### config.mk
export PLATFORM = sky130hd
export DESIGN_NAME = idma_r_burst_tracker
export DESIGN_NICKNAME = d
export VERILOG_FILES = /design/src/rtl/idma_r_burst_tracker.sv
export SDC_FILE = /design/constraint.sdc
export NUM_CORES = 1
export LEC_CHECK = 0
export CAP_MARGIN = 20
export CORE_AREA = 2 2 39 41
export DETAILED_ROUTE_END_ITERATION = 16
export DIE_AREA = 0 0 41 43
export GPL_TIMING_DRIVEN = 0
export PLACE_DENSITY = 0.64
export SKIP_LAST_GASP = 1
export SLEW_MARGIN = 20
export SYNTH_ARGS = -nofsm -noshare
export SYNTH_HDL_FRONTEND = slang
export SYNTH_SLANG_ARGS = --single-unit
### constraint.sdc
create_clock -name clk_i -period 1.88 [get_ports clk_i]
set_input_delay 0.282 -clock clk_i [delete_from_list [all_inputs] [get_ports clk_i]]
set_output_delay 0.282 -clock clk_i [all_outputs]
set_load 0.005 [all_outputs]
### src/rtl/idma_r_burst_tracker.sv
// Tracks outstanding AXI read bursts and annotates R beats with first-beat and decouple info.
// Optional macro IDMA_R_LEN_CHECK_EN enables the sticky beat-count vs. AR length check.
module idma_r_burst_tracker #(
  parameter int unsigned NumAxInFlight = 2,
  parameter int unsigned LenWidth      = 8
) (
  input  logic                clk_i,
  input  logic                rst_ni,
  input  logic                testmode_i,
  input  logic                ar_valid_i,
  output logic                ar_ready_o,
  input  logic [LenWidth-1:0] ar_len_i,
  input  logic                ar_decouple_i,
  output logic                ar_valid_o,
  input  logic                ar_ready_i,
  input  logic                r_valid_i,
  input  logic                r_ready_i,
  input  logic                r_last_i,
  output logic                r_first_o,
  output logic                r_decouple_aw_o,
  output logic                orphan_err_o,
  output logic                len_err_o,
  output logic                busy_o
);

  localparam int unsigned PtrW    = (NumAxInFlight > 1) ? $clog2(NumAxInFlight) : 1;
  localparam int unsigned CntW    = $clog2(NumAxInFlight + 1);
  localparam int unsigned CntBits = LenWidth + 1;
  localparam logic [PtrW-1:0] LastIdx = PtrW'(NumAxInFlight - 1);

  typedef enum logic {IDLE, BURST} state_e;

  state_e               state_q, state_d;
  logic [CntBits-1:0]   cnt_q, cnt_d;
  logic [PtrW-1:0]      wptr_q, wptr_d, rptr_q, rptr_d;
  logic [CntW-1:0]      fill_q, fill_d;
  logic [LenWidth:0]    mem_q [NumAxInFlight];
  logic                 orphan_q, orphan_d;

  logic                 full, empty, push, pop, r_hs;
  logic [LenWidth:0]    head;
  logic [LenWidth-1:0]  head_len;

  logic unused_testmode;
  assign unused_testmode = testmode_i;

  function automatic logic [PtrW-1:0] ptr_inc(input logic [PtrW-1:0] p);
    return (p == LastIdx) ? '0 : p + PtrW'(1);
  endfunction

  // Full depends only on registered occupancy, so a pop never frees a slot in the same cycle.
  assign full     = (fill_q == CntW'(NumAxInFlight));
  assign empty    = (fill_q == '0);
  assign ar_valid_o = ar_valid_i & ~full;
  assign ar_ready_o = ar_ready_i & ~full;
  assign push     = ar_valid_i & ar_ready_o;
  assign r_hs     = r_valid_i & r_ready_i;
  assign head     = mem_q[rptr_q];
  assign head_len = head[LenWidth:1];

  assign r_decouple_aw_o = ~empty & head[0];
  assign busy_o          = ~empty | (state_q == BURST);
  assign orphan_err_o    = orphan_q;

  always_comb begin
    state_d   = state_q;
    cnt_d     = cnt_q;
    pop       = 1'b0;
    r_first_o = 1'b0;
    orphan_d  = orphan_q;
    if (r_hs && empty) orphan_d = 1'b1;
    unique case (state_q)
      IDLE: begin
        r_first_o = r_valid_i & ~empty;
        if (r_hs && !empty) begin
          if (r_last_i) begin
            pop   = 1'b1;
            cnt_d = '0;
          end else begin
            state_d = BURST;
            cnt_d   = CntBits'(1);
          end
        end
      end
      BURST: begin
        if (r_hs && !empty) begin
          if (r_last_i) begin
            pop     = 1'b1;
            cnt_d   = '0;
            state_d = IDLE;
          end else if (cnt_q != '1) begin
            cnt_d = cnt_q + CntBits'(1);
          end
        end
      end
      default: state_d = IDLE;
    endcase
  end

  always_comb begin
    wptr_d = push ? ptr_inc(wptr_q) : wptr_q;
    rptr_d = pop  ? ptr_inc(rptr_q) : rptr_q;
    fill_d = fill_q;
    unique case ({push, pop})
      2'b10:   fill_d = fill_q + CntW'(1);
      2'b01:   fill_d = fill_q - CntW'(1);
      default: fill_d = fill_q;
    endcase
  end

  always_ff @(posedge clk_i or negedge rst_ni) begin
    if (!rst_ni) begin
      state_q  <= IDLE;
      cnt_q    <= '0;
      wptr_q   <= '0;
      rptr_q   <= '0;
      fill_q   <= '0;
      orphan_q <= 1'b0;
      for (int unsigned i = 0; i < NumAxInFlight; i++) mem_q[i] <= '0;
    end else begin
      state_q  <= state_d;
      cnt_q    <= cnt_d;
      wptr_q   <= wptr_d;
      rptr_q   <= rptr_d;
      fill_q   <= fill_d;
      orphan_q <= orphan_d;
      if (push) mem_q[wptr_q] <= {ar_len_i, ar_decouple_i};
    end
  end

`ifdef IDMA_R_LEN_CHECK_EN
  logic len_err_q, len_err_d;

  // cnt_q holds the zero-based index of the current beat, so the last beat must see cnt == len.
  always_comb begin
    len_err_d = len_err_q;
    if (r_hs && !empty) begin
      if (r_last_i) begin
        if (cnt_q != {1'b0, head_len}) len_err_d = 1'b1;
      end else if (cnt_q == {1'b0, head_len}) begin
        len_err_d = 1'b1;
      end
    end
  end

  always_ff @(posedge clk_i or negedge rst_ni) begin
    if (!rst_ni) len_err_q <= 1'b0;
    else         len_err_q <= len_err_d;
  end

  assign len_err_o = len_err_q;
`else
  logic unused_head_len;
  assign unused_head_len = ^head_len;
  assign len_err_o       = 1'b0;
`endif

endmodule

==> metrics.cfg <==
[outcome]
outcome = complete, no violations

[final_layout]
final_cells = 68
final_layout_size_suffix_gt1_share_pct = 13.46
fillers = 142
final-seq-area_um2 = 201.4
multi_input_area_um2 = 187.7
syn_to_final_growth_pct = 43.57
n_antenna_cell = 0
final_nets = 72

[worst_hold_path]
hold_class = input pin to asynchronous set/reset pin

[routing]
wl_met3_um = 27
wl_per_cell_um = 9.779
wl_met2_um = 361
drt-vias-per-instance = 4.515
top_layer_used = met3
drc = 0
antenna_left = 0
firstDrtPassIters = 4
routed_wl_um = 665
vias = 307
drt_iter0_drc = 7
wl_met1_um = 276

[timing]
fin_crit_ns = 1.802
drv_slew = 0
setup_tns_ns = 0
maxClockFrequency_ghz = 0.5550
hold_slack_ns = 0.3113
rsz0062_at_grt = false
fin_skew_ns = 0.001239
hold_violations = 0
fin_crit_sh_pct = 95.85
setup_violations = 0

[yosys]
yosys.area_share.xor_xnor_pct = 10.97
synth_cells = 36
ys_seq_area_share_pct = 50.16
synth_seq_cells = 8
syn_area_per_cell_um2 = 11.09
synth_nets = 54
synth_simple_gate_area_share_pct = 18.50
netlist_area_um2 = 399.1
yosysWarnings = 0
synth_top_family_by_area = simple AND/OR/NAND/NOR gates
ys_types = 21
yosys-mux-area-fraction_pct = 8.150
synth_fa_ha_area_share_pct = 3.135
synth_compound_area_share_pct = 5.329

[global_route]
grt_start_max_net_pins = 9
grt_usage_pct = 10.03
grt_remaining_overflow = 0
grt_pass1_wl_mm = 1.145
grt_pass1_vias = 296
antenna_found_initial = 0

[critical_path]
slowest_stage = dfrtp_2
crit_fanout = 6
critPathCaptureType = output pin
required_ns = 1.60
cp_top_family = flip-flops
cp.buffers_inverters = 1
start_kind = flop
crit_arrival_ns = 1.52
slowest_delay_ns = 0.44
crit_chain = nand2b_2 -> and2_1 -> clkdlybuf4s50_1
crit_type = flop to output pin

[pwr]
vdd_drop_max_mv = 0.3794
p_int_mw = 0.5359
p_seq_share_pct = 43.2
netSwitchingFraction_pct = 30.69
power_density_mw_per_mm2 = 1349
power.switching_mw = 0.2373
p_comb_share_pct = 40.7
power_leakage_nw = 0.2382
pwr-share-clk_pct = 16.1

[die]
die_h_um = 43
core_mm2 = 0.001384
io_pins = 24
start_util_pct = 28.84
fp.dieArea_mm2 = 0.001763
dieWidth_um = 41
rows = 14

[cts]
clkTransAtPathRegs_ns = 0.05
cts_inserted_buffers = 3
cts-htree-levels = 1
clkSinkCount = 8
clkLatencyLatePin_ns = 0.24
cts_buffer_depth = 2
cts-root-buf = clkbuf_4
cts_tree = built

[placement]
place.gp.congestion = 0.6902
port_buffers = 13
dp_hpwl_um = 551.5
dpl.cell_count = 65

[flow_run]
maxCapViolations = 0

==> cell usage in the layout, fill, tap and decap left out, types with 2 or more instances in the layout <==
master	n
clkbuf_4	3
xor2_1	2
nor2_1	4
and2_1	2
clkdlybuf4s50_1	13
dfrtp_1	7
mux2_1	2
xnor2_1	3
==> timing repair <==
action | 4_1_cts | 5_1_grt
buffers inserted | 0 | 0
endpoints found under the setup margin | 0 | 3
gates resized for setup | 0 | 1
hold endpoints to repair | 0 | 0
hold buffers | 0 | 0
==> layer usage <==
layer | vias to the layer above | track usage (%)
met3 | 0 | 3.141
li1 | 157 | -
met4 | 0 | 10.00
met1 | 142 | 12.25
met5 | - | 0
met2 | 8 | 12.81
==> power groups by stage <==
| stage | clock (mW) | sequential (mW) | combinational (mW) |
|---|---|---|---|
| 4_1_cts | 0.133 | 0.334 | 0.320 |
| 3_5_place_dp | 0 | 0.337 | 0.319 |
| 2_1_floorplan | 0 | 0.316 | 0.182 |
| 3_3_place_gp | 0 | 0.334 | 0.313 |
| 5_1_grt | 0.143 | 0.350 | 0.358 |
| 6_report | 0.125 | 0.334 | 0.315 |
==> cells in the mapped netlist (all sizes together) <==
cell type	number	area, um^2
mux2	2	22.52
nand3	1	5.000
and2	2	12.51
mux2i	1	10.01
nand2b	1	8.760
a31o	1	8.760
o211ai	1	7.510
xor2	2	17.52
conb	1	3.750
nor2	4	15.01
ha	1	12.51
nand4b	1	8.760
nand2	1	3.750
o21ai	1	5.000
nand4	1	6.260
or3	1	6.260
inv	1	3.750
buf	1	7.510
dfrtp	8	200.2
xnor2	3	26.28
nor3b	1	7.510
==> worst paths after layout <==
path	cells after the start	slack, ns	end	startpoint
max in group asynchronous	1	1.29	fill_q[0]$_DFFE_PN0P_	rst_ni
worst min register to register	1	0.46	orphan_err_o$_DFFE_PN0P_	orphan_err_o$_DFFE_PN0P_
min in group clk_i	1	0.46	orphan_err_o$_DFFE_PN0P_	orphan_err_o$_DFFE_PN0P_
worst max-delay path	3	0.08	ar_valid_o	fill_q[0]$_DFFE_PN0P_
worst max register to register	5	0.37	fill_q[1]$_DFFE_PN0P_	fill_q[0]$_DFFE_PN0P_
worst min-delay path	1	0.31	wptr_q$_DFFE_PN0N_	rst_ni
==> per-stage QoR <==
| stage | cell area, um^2 | utilization, % | setup WS, ns | power (mW) |
|---|---|---|---|---|
| after floorplan | 399.1 | - | 0.4796 | 0.4983 |
| after global placement | 549.3 | 39.69 | 0.1134 | 0.6461 |
| after detailed placement | 549.3 | 39.69 | 0.1179 | 0.6555 |
| after CTS | 571.8 | 41.32 | 0.03095 | 0.7873 |
| after global routing | 573.1 | 41.41 | 0.02138 | 0.8509 |
| final | 573.1 | 41.41 | 0.07807 | 0.7731 |
==> cell type report <==
class                      instances  area share, %
timing repair buffer              13          22.71
sequential                         8          35.15
tap                               16          3.493
clock buffer                       3          3.930
buffer                             1          1.310
inverter                           1         0.6550
multi-input combinational         26          32.75
==> logic make-up after synthesis <==
| family | Yosys count |
|---|---|
| other cells | 1 |
| buf+inv | 2 |
| simple gates | 13 |
| fa+ha+maj | 1 |
| flops | 8 |
| xor+xnor | 5 |
| mux | 3 |
| compound gates | 3 |
No activity file was read; power rests on OpenSTA's default activity.
